==> config.mk <==
export PLATFORM = sky130hd
export DESIGN_NAME = mem_access_ctrl
export DESIGN_NICKNAME = d
export VERILOG_FILES = /design/src/rtl/mem_access_ctrl.sv
export SDC_FILE = /design/constraint.sdc
export NUM_CORES = 1
export LEC_CHECK = 0
export BUFFER_PORTS_ARGS = -buffer_cell sky130_fd_sc_hd__buf_2
export CORE_ASPECT_RATIO = 1.5
export CORE_UTILIZATION = 43
export DETAILED_ROUTE_END_ITERATION = 10
export PLACE_DENSITY_LB_ADDON = 0.3
export SYNTH_ARGS = -nofsm -noshare
export SYNTH_HDL_FRONTEND = slang
export SYNTH_SLANG_ARGS = --single-unit
==> constraint.sdc <==
create_clock -name clk -period 3.35 [get_ports clk]
set_input_delay 0 -clock clk [delete_from_list [all_inputs] [get_ports clk]]
set_output_delay 0 -clock clk [all_outputs]
set_load 0.05 [all_outputs]
==> src/rtl/mem_access_ctrl.sv <==
// Drives load/store transactions from the EX/MEM bundle on a valid/ready data port and registers the MEM/WB bundle.
// Latency: ALU/bubble 1 cycle; memory ops 1 + request wait + response wait. Upstream stalls while a transaction is in flight.
module mem_access_ctrl #(
  parameter int TIMEOUT_CYCLES = 255
) (
  input  logic        clk,
  input  logic        reset,
  input  logic [70:0] ex_mem_bundle_in,
  output logic        stall_out,
  output logic        dmem_req_valid,
  input  logic        dmem_req_ready,
  output logic        dmem_req_we,
  output logic [31:0] dmem_addr,
  output logic [31:0] dmem_wdata,
  input  logic        dmem_resp_valid,
  input  logic [31:0] dmem_rdata,
  output logic [37:0] mem_wb_bundle_out,
  output logic        misalign_err,
  output logic        timeout_err
);

  localparam int CW = $clog2(TIMEOUT_CYCLES + 1);
  // Counter holds the number of completed WAIT cycles, so the limit is hit one short of TIMEOUT_CYCLES.
  localparam logic [CW-1:0] CNT_LAST = CW'(TIMEOUT_CYCLES - 1);

  typedef enum logic [1:0] {IDLE, REQ, WAIT} state_t;

  state_t        state, state_nxt;
  logic [CW-1:0] cnt, cnt_nxt;
  logic          hold_reg_write, hold_we;
  logic [4:0]    hold_rd;
  logic [31:0]   hold_addr, hold_wdata;
  logic [37:0]   wb_nxt;
  logic          mis_set, to_set, latch_en;

  logic        in_reg_write, in_mem_en;
  logic [31:0] in_addr, in_wdata;
  logic [4:0]  in_rd;

  assign in_reg_write = ex_mem_bundle_in[70];
  assign in_mem_en    = ex_mem_bundle_in[69];
  assign in_addr      = ex_mem_bundle_in[68:37];
  assign in_wdata     = ex_mem_bundle_in[36:5];
  assign in_rd        = ex_mem_bundle_in[4:0];

  assign stall_out      = (state != IDLE);
  assign dmem_req_valid = (state == REQ);
  assign dmem_req_we    = hold_we;
  assign dmem_addr      = hold_addr;
  assign dmem_wdata     = hold_wdata;

  always_comb begin
    state_nxt = state;
    cnt_nxt   = cnt;
    wb_nxt    = mem_wb_bundle_out;
    mis_set   = 1'b0;
    to_set    = 1'b0;
    latch_en  = 1'b0;
    case (state)
      IDLE: begin
        if (in_mem_en) begin
          wb_nxt = '0;
          if (in_addr[1:0] != 2'b00) begin
            mis_set = 1'b1;
          end else begin
            latch_en  = 1'b1;
            state_nxt = REQ;
          end
        end else begin
          wb_nxt = {in_reg_write, in_rd, in_addr};
        end
      end
      REQ: begin
        if (dmem_req_ready) begin
          state_nxt = WAIT;
          cnt_nxt   = '0;
        end
      end
      WAIT: begin
        cnt_nxt = cnt + CW'(1);
        // A response in the final allowed cycle beats the timeout.
        if (dmem_resp_valid) begin
          wb_nxt    = {hold_reg_write, hold_rd, hold_we ? 32'b0 : dmem_rdata};
          state_nxt = IDLE;
        end else if (cnt == CNT_LAST) begin
          wb_nxt    = {hold_reg_write, hold_rd, 32'b0};
          to_set    = 1'b1;
          state_nxt = IDLE;
        end
      end
      default: state_nxt = IDLE;
    endcase
  end

  always_ff @(posedge clk or posedge reset) begin
    if (reset) begin
      state             <= IDLE;
      cnt               <= '0;
      hold_reg_write    <= 1'b0;
      hold_we           <= 1'b0;
      hold_rd           <= '0;
      hold_addr         <= '0;
      hold_wdata        <= '0;
      mem_wb_bundle_out <= '0;
      misalign_err      <= 1'b0;
      timeout_err       <= 1'b0;
    end else begin
      state             <= state_nxt;
      cnt               <= cnt_nxt;
      mem_wb_bundle_out <= wb_nxt;
      if (mis_set) misalign_err <= 1'b1;
      if (to_set)  timeout_err  <= 1'b1;
      if (latch_en) begin
        hold_reg_write <= in_reg_write;
        hold_we        <= ~in_reg_write;
        hold_rd        <= in_rd;
        hold_addr      <= in_addr;
        hold_wdata     <= in_wdata;
      end
    end
  end

endmodule
==> results of run 1 <==
-- metrics by stage --
| stage | cells | worst slack [ns] | area, µm² | utilization | total power [mW] |
|---|---|---|---|---|---|
| after floorplan | 350 | 0.1358 | 5159 | - | 3.557 |
| after global placement | 695 | 1.080 | 6346 | 0.5475 | 4.031 |
| after detailed placement | 695 | 1.023 | 6346 | 0.5475 | 4.071 |
| after CTS | 834 | 0.8855 | 8033 | 0.6930 | 6.060 |
| after global routing | 834 | 0.7423 | 8033 | 0.6930 | 6.282 |
| final | 834 | 0.8565 | 8033 | 0.6930 | 6.043 |
-- synth_stat cells (all sizes together) (2+ instances only) --
cell    instances
nor2b           7
mux2          112
nor2            3
nand2           6
o41ai           3
nand3b          2
nand3           7
dfrtp         121
clkbuf          4
o21ai           5
inv             7
o31ai           2
buf            21
ha              2
nand2b          2
mux2i           2
o311ai          2
and2            2
a32o           32
-- worst max path at each step --
stage	start	endpoint	slack, ns	depth (start not counted)
6_report	state[0]	mem_wb_bundle_out[0]	0.86	4
5_1_grt	state[0]	mem_wb_bundle_out[0]	0.74	4
4_1_cts	state[0]	mem_wb_bundle_out[0]	0.89	4
3_5_place_dp	cnt[0]	mem_wb_bundle_out[26]	1.02	6
3_3_place_gp	cnt[0]	mem_wb_bundle_out[28]	1.08	6
2_1_floorplan	reset	cnt[0]	0.14	1
-- critical path, stage by stage, from the launching register on --
cell and delay [ns]:
dfrtp_1 0.48, nand2b_2 0.62, a32o_1 0.45, dlygate4sd3_1 0.56, mux2_2 0.27
-- power groups by stage --
stage / Clock [mW] / Combinational, mW / Sequential, mW
after floorplan: 0 / 0.511 / 3.05
after global placement: 0 / 2.02 / 2.01
after detailed placement: 0 / 2.05 / 2.02
after CTS: 1.91 / 2.15 / 2.00
after global routing: 1.98 / 2.25 / 2.05
final: 1.87 / 2.16 / 2.01
-- cell type report --
type                       count  area [µm²]
fill                         803        3558
sequential                   121        3028
timing repair buffer         327        2190
multi-input combinational    197        1983
clock buffer                  17       425.4
clock inverter                15       190.2
tap                          150       187.7
inverter                       7       28.78
-- cell families after synthesis --
logic type,after synthesis,share of synthesized area
muxes,114,0.2513
and+or+nand+nor,33,0.03662
DFF,121,0.5870
adders and majority gates,2,0.004850
xor gates and xnor gates,1,0.001698
AOI/OAI and AO/OA,47,0.08247
buffers and inverters,32,0.03614
-- sequential cells by signal, summed over array words and instances, names as in the netlist --
register           flops
state                  2
mem_wb_bundle_out     38
hold_rd                5
cnt                    8
dmem_addr             32
dmem_req_we            1
hold_reg_write         1
timeout_err            1
misalign_err           1
dmem_wdata            32
-- routing by layer --
layer	track usage	vias up	wire [µm]
li1	-	1968	-
met1	0.2585	2151	5260
met2	0.4190	171	7767
met3	0.06152	42	787
met5	0	-	0
met4	0.1323	0	531
==> results.tsv, run 1 <==
stage	metric	value	unit
run_status	outcome	finished, final reports clean	
route	firstDrtPassIters	4	
global_routing	antenna_found_initial	0	
yosys	syn-mean-instance-area	14.74	µm²
floorplanning	pin_count	214	
global_routing	grt_pass1_vias	4585	
critical_path	end_kind	flip-flop	
yosys	yosys_warnings	0	
timing	worst_slew_pin_slew	1.098	ns
yosys	synthTopCellsByArea	dfrtp_1 59%, mux2_2 23%, a32o_1 6.2%, buf_2 1.4%, buf_6 1.3%	
cells_and_area	syn_to_final_growth	55.71	%
critical_path	r2r_slack	0.86	ns
critical_path	reg2reg_from	state[0]	
floorplanning	die_y	136.1	µm
pwr	p_int	3.649	mW
worst_hold_path	hp-start	ex_mem_bundle_in[69]	
pwr	max-vdd-ir-drop	0.4559	mV
yosys	synth_cell_types	32	
global_routing	grt_max_degree	62	
cells_and_area	finalNetCount	780	
placement	place_hpwl	8.826	mm
timing	rsz0062_at_grt	false	
route	ant_nets	0	
critical_path	reg2regPathDepth	4	
critical_path	path_class	reg -> reg	
clock_tree	cts_buffers	17	
pwr	seqPwrFrac	0.333	
floorplanning	core_area	11590	µm²
pwr	p_switching	2.394	mW
clock_tree	cts_max_level	4	
global_routing	grt.overflow.total	0	
pwr	power.density	752.3	nW/µm²
worst_hold_path	hold_end	mem_wb_bundle_out[37]	
yosys	synth_top_area_share	0.5870	
clock_tree	cts-root-buf	clkbuf_16	
clock_tree	clock_latency	0.41	ns
critical_path	cp-start-kind	flip-flop	
yosys	synth_async_sr_flop_share	1.000	
route	wl_per_cell	17.20	µm
placement	io_buffers	213	
route	vias_per_cell	5.194	
cells_and_area	final_cell_mix	213 x buf_2, 121 x dfrtp_1, 107 x mux2_2, 107 x dlygate4sd3_1, 32 x a32o_1	
route	drt_iter0_drc	166	
global_routing	grtUsageTotal	0.2375	
global_routing	grt_pass1_wl	22.59	mm
yosys	synth_area	5159	µm²
timing	clock_skew	0.009238	ns
timing	fin_crit	2.494	ns
critical_path	cp.arrival	2.79	ns
timing	hold_viol_final	0	
timing	relSlewSlack	0.2669	
floorplanning	dieArea	12450	µm²
floorplanning	rows	48	
timing	fin_setup_tns	0	ns
pwr	pwr-share-comb	0.357	
run	max_cap_violations	0	
timing	setup_viol	0	
route	vias	4332	
critical_path	worst-endpoint-required	3.64	ns
yosys	syn_nets	459	
placement	gp_congestion	0.8172	
critical_path	path_max_fanout	33	
yosys	synth-edff-count	0	
timing	slew_viol_final	0	
cells_and_area	n_antenna_cell	0	
timing	whs	0.2136	ns
yosys	synthFlopType	dfrtp_1	
route	wirelength	14.35	mm
worst_hold_path	hold_depth	4	
cells_and_area	layout-drive-gt1-share	0.5380	
cells_and_area	final_common_cell	buf_2	
worst_hold_path	min_path_type	in -> reg	
clock_tree	postCtsHoldBufs	107	
route	drc	0	
clock_tree	cts_tree	yes	
yosys	synth_cells	350	
timing	fmax	401.0	MHz
pwr	sw_frac_of_total	0.3962	
timing	period_share	0.7443	
clock_tree	cts.sinks	121	
critical_path	r2r_end	mem_wb_bundle_out[0]	
clock_tree	path_clk_slew	0.06	ns
floorplanning	start_util	0.4451	
clock_tree	cts.repair.resized	0	
yosys	yosysSeqAreaShare	0.5870	
clock_tree	cts_setup_buffers	0	
floorplanning	dieWidth	91.43	µm
yosys	yosys.area.top_type	dfrtp_1	
yosys	synth_seq_cells	121	
clock_tree	clockBufferDepth	2	
pwr	clkPwrFrac	0.310	
pwr	leakage	3.903	nW
No activity file was read; power rests on OpenSTA's default activity.
==> inputs of run 2 (changes only) <==
clock period = 2.2 ns   (was 3.35 ns; I/O delays follow)
==> results.tsv, run 2 (same netlist as run 1, synthesis figures left out) <==
stage	metric	value	unit
route	drc	0	
timing	hold_viol_final	0	
cells_and_area	nFillCells	792	
pwr	p_switching	3.589	mW
timing	fmax	513.9	MHz
route	top_layer	met4	
critical_path	end_kind	flip-flop	
global_routing	grtUsageTotal	0.2401	
timing	slew_viol_final	0	
timing	fin_crit	1.946	ns
route	wl_met3	798	µm
run_status	outcome	finished, final reports clean	
floorplanning	dieWidth	91.43	µm
global_routing	antenna_found_initial	0	
route	wl_met2	8.087	mm
timing	period_share	0.8845	
clock_tree	cts.repair.resized	0	
cells_and_area	regArea	3028	µm²
route	drt_iter0_drc	139	
timing	fin_setup_tns	0	ns
route	vias	4320	
cells_and_area	layout-drive-gt1-share	0.5386	
cells_and_area	final_cell_mix	213 x buf_2, 121 x dfrtp_1, 107 x mux2_2, 107 x dlygate4sd3_1, 32 x a32o_1	
cells_and_area	multiInputGateArea	1983	µm²
cells_and_area	final_common_cell	buf_2	
clock_tree	cts_buffers	17	
critical_path	path_max_fanout	23	
worst_hold_path	min_path_type	in -> reg	
cells_and_area	largest_reg_flops	38	
cells_and_area	finalNetCount	783	
route	wl_per_cell	17.52	µm
pwr	power.density	1136	nW/µm²
timing	clock_skew	0.007371	ns
global_routing	grt.overflow.total	0	
global_routing	grt_pass1_vias	4693	
placement	gp_congestion	0.7766	
floorplanning	rows	48	
pwr	seqPwrFrac	0.333	
timing	worst_slew_pin_slew	1.105	ns
placement	io_buffers	213	
pwr	p_int	5.610	mW
timing	relSlewSlack	0.2627	
critical_path	worst-endpoint-required	2.52	ns
route	wl_met1	5.195	mm
clock_tree	clockBufferDepth	2	
run	max_cap_violations	0	
floorplanning	core_area	11590	µm²
timing	setup_viol	0	
pwr	leakage	3.928	nW
clock_tree	cts_tree	yes	
critical_path	path_class	reg -> reg	
floorplanning	start_util	0.4451	
critical_path	reg2regPathDepth	4	
placement	place_hpwl	8.965	mm
cells_and_area	regMostFlops	mem_wb_bundle_out	
pwr	max-vdd-ir-drop	0.7633	mV
pwr	clkPwrFrac	0.305	
clock_tree	cts.sinks	121	
critical_path	cp-start-kind	flip-flop	
pwr	pwr-share-comb	0.362	
clock_tree	clock_latency	0.41	ns
route	firstDrtPassIters	4	
clock_tree	cts-root-buf	clkbuf_16	
route	wirelength	14.68	mm
critical_path	cp.arrival	2.27	ns
floorplanning	die_y	136.1	µm
floorplanning	pin_count	214	
pwr	total_power	9.199	mW
route	ant_nets	0	
clock_tree	path_clk_slew	0.06	ns
clock_tree	cts_max_level	4	
floorplanning	dieArea	12450	µm²
global_routing	grt_max_degree	69	
timing	rsz0062_at_grt	false	
global_routing	grt_pass1_wl	22.85	mm
worst_hold_path	hold_depth	4	
route	vias_per_cell	5.155	
cells_and_area	syn_to_final_growth	57.00	%
pwr	sw_frac_of_total	0.3902	
[run 2: changes by cell type in the layout (fill, tap and decap cells not counted), sizes merged]
cell      change
inv           -6
buf           +3
diode         +1
clkinvlp      +2
clkbuf        +3
clkinv        +1
[run 2: stage by stage]
step                        util  setup slack (ns)  instance area, µm²  hold slack [ns]  std cells
after CTS                 0.6985            0.2390                8097           0.1994        837
after floorplan                -            0.5008                5162          0.08982        350
after detailed placement  0.5539            0.2667                6420           0.1434        698
final                     0.6987            0.2542                8099           0.2013        838
after global placement    0.5539            0.3656                6420           0.1378        698
after global routing      0.6985            0.1084                8097           0.2345        837
[run 2: path summary, 6_finish.rpt]
| path | slack (ns) | start | to |
|---|---|---|---|
| min in group asynchronous | 0.28 | reset | hold_rd[1] |
| worst min-delay path | 0.20 | ex_mem_bundle_in[69] | mem_wb_bundle_out[32] |
| max in group asynchronous | 1.15 | reset | mem_wb_bundle_out[29] |
| worst min register to register | 0.49 | dmem_addr[1] | dmem_addr[1] |
| worst max register to register | 0.25 | state[0] | cnt[7] |
| worst max-delay path | 0.25 | state[0] | cnt[7] |
[run 2: what timing repair did]
action                                 in CTS  in global routing
hold buffers                              107                  0
setup buffers                               0                  0
setup endpoints to repair                   0                  0
endpoints found under the hold margin     134                  0
[run 2: final cells by class]
class	instances	share of cell area
diodes	1	0.0003090
clock buffers	20	0.05639
clock inverters	12	0.01838
inverters	7	0.003708
multi-input cells	197	0.2449
flip-flops and latches	121	0.3739
well taps	150	0.02317
repair buffers	330	0.2793
[run 2: per-layer routing]
layer	vias up	GRT usage
met5	-	0
met4	0	0.1349
met3	48	0.06320
met2	191	0.4407
met1	2120	0.2450
li1	1961	-
[run 2: power by group through the flow]
stage / clock [mW] / sequential, mW / combinational (mW)
after global routing: 2.96 / 3.13 / 3.47
after detailed placement: 0 / 3.07 / 3.16
final: 2.81 / 3.06 / 3.33
after floorplan: 0 / 4.64 / 0.778
after global placement: 0 / 3.04 / 3.11
after CTS: 2.85 / 3.04 / 3.31
[run 2: worst max-delay path: stages (launching register included)]
cell and delay [ns]:
dfrtp_1 0.48, nand2b_2 0.44, buf_4 0.33, nor4_1 0.37
mux2i_1 0.24
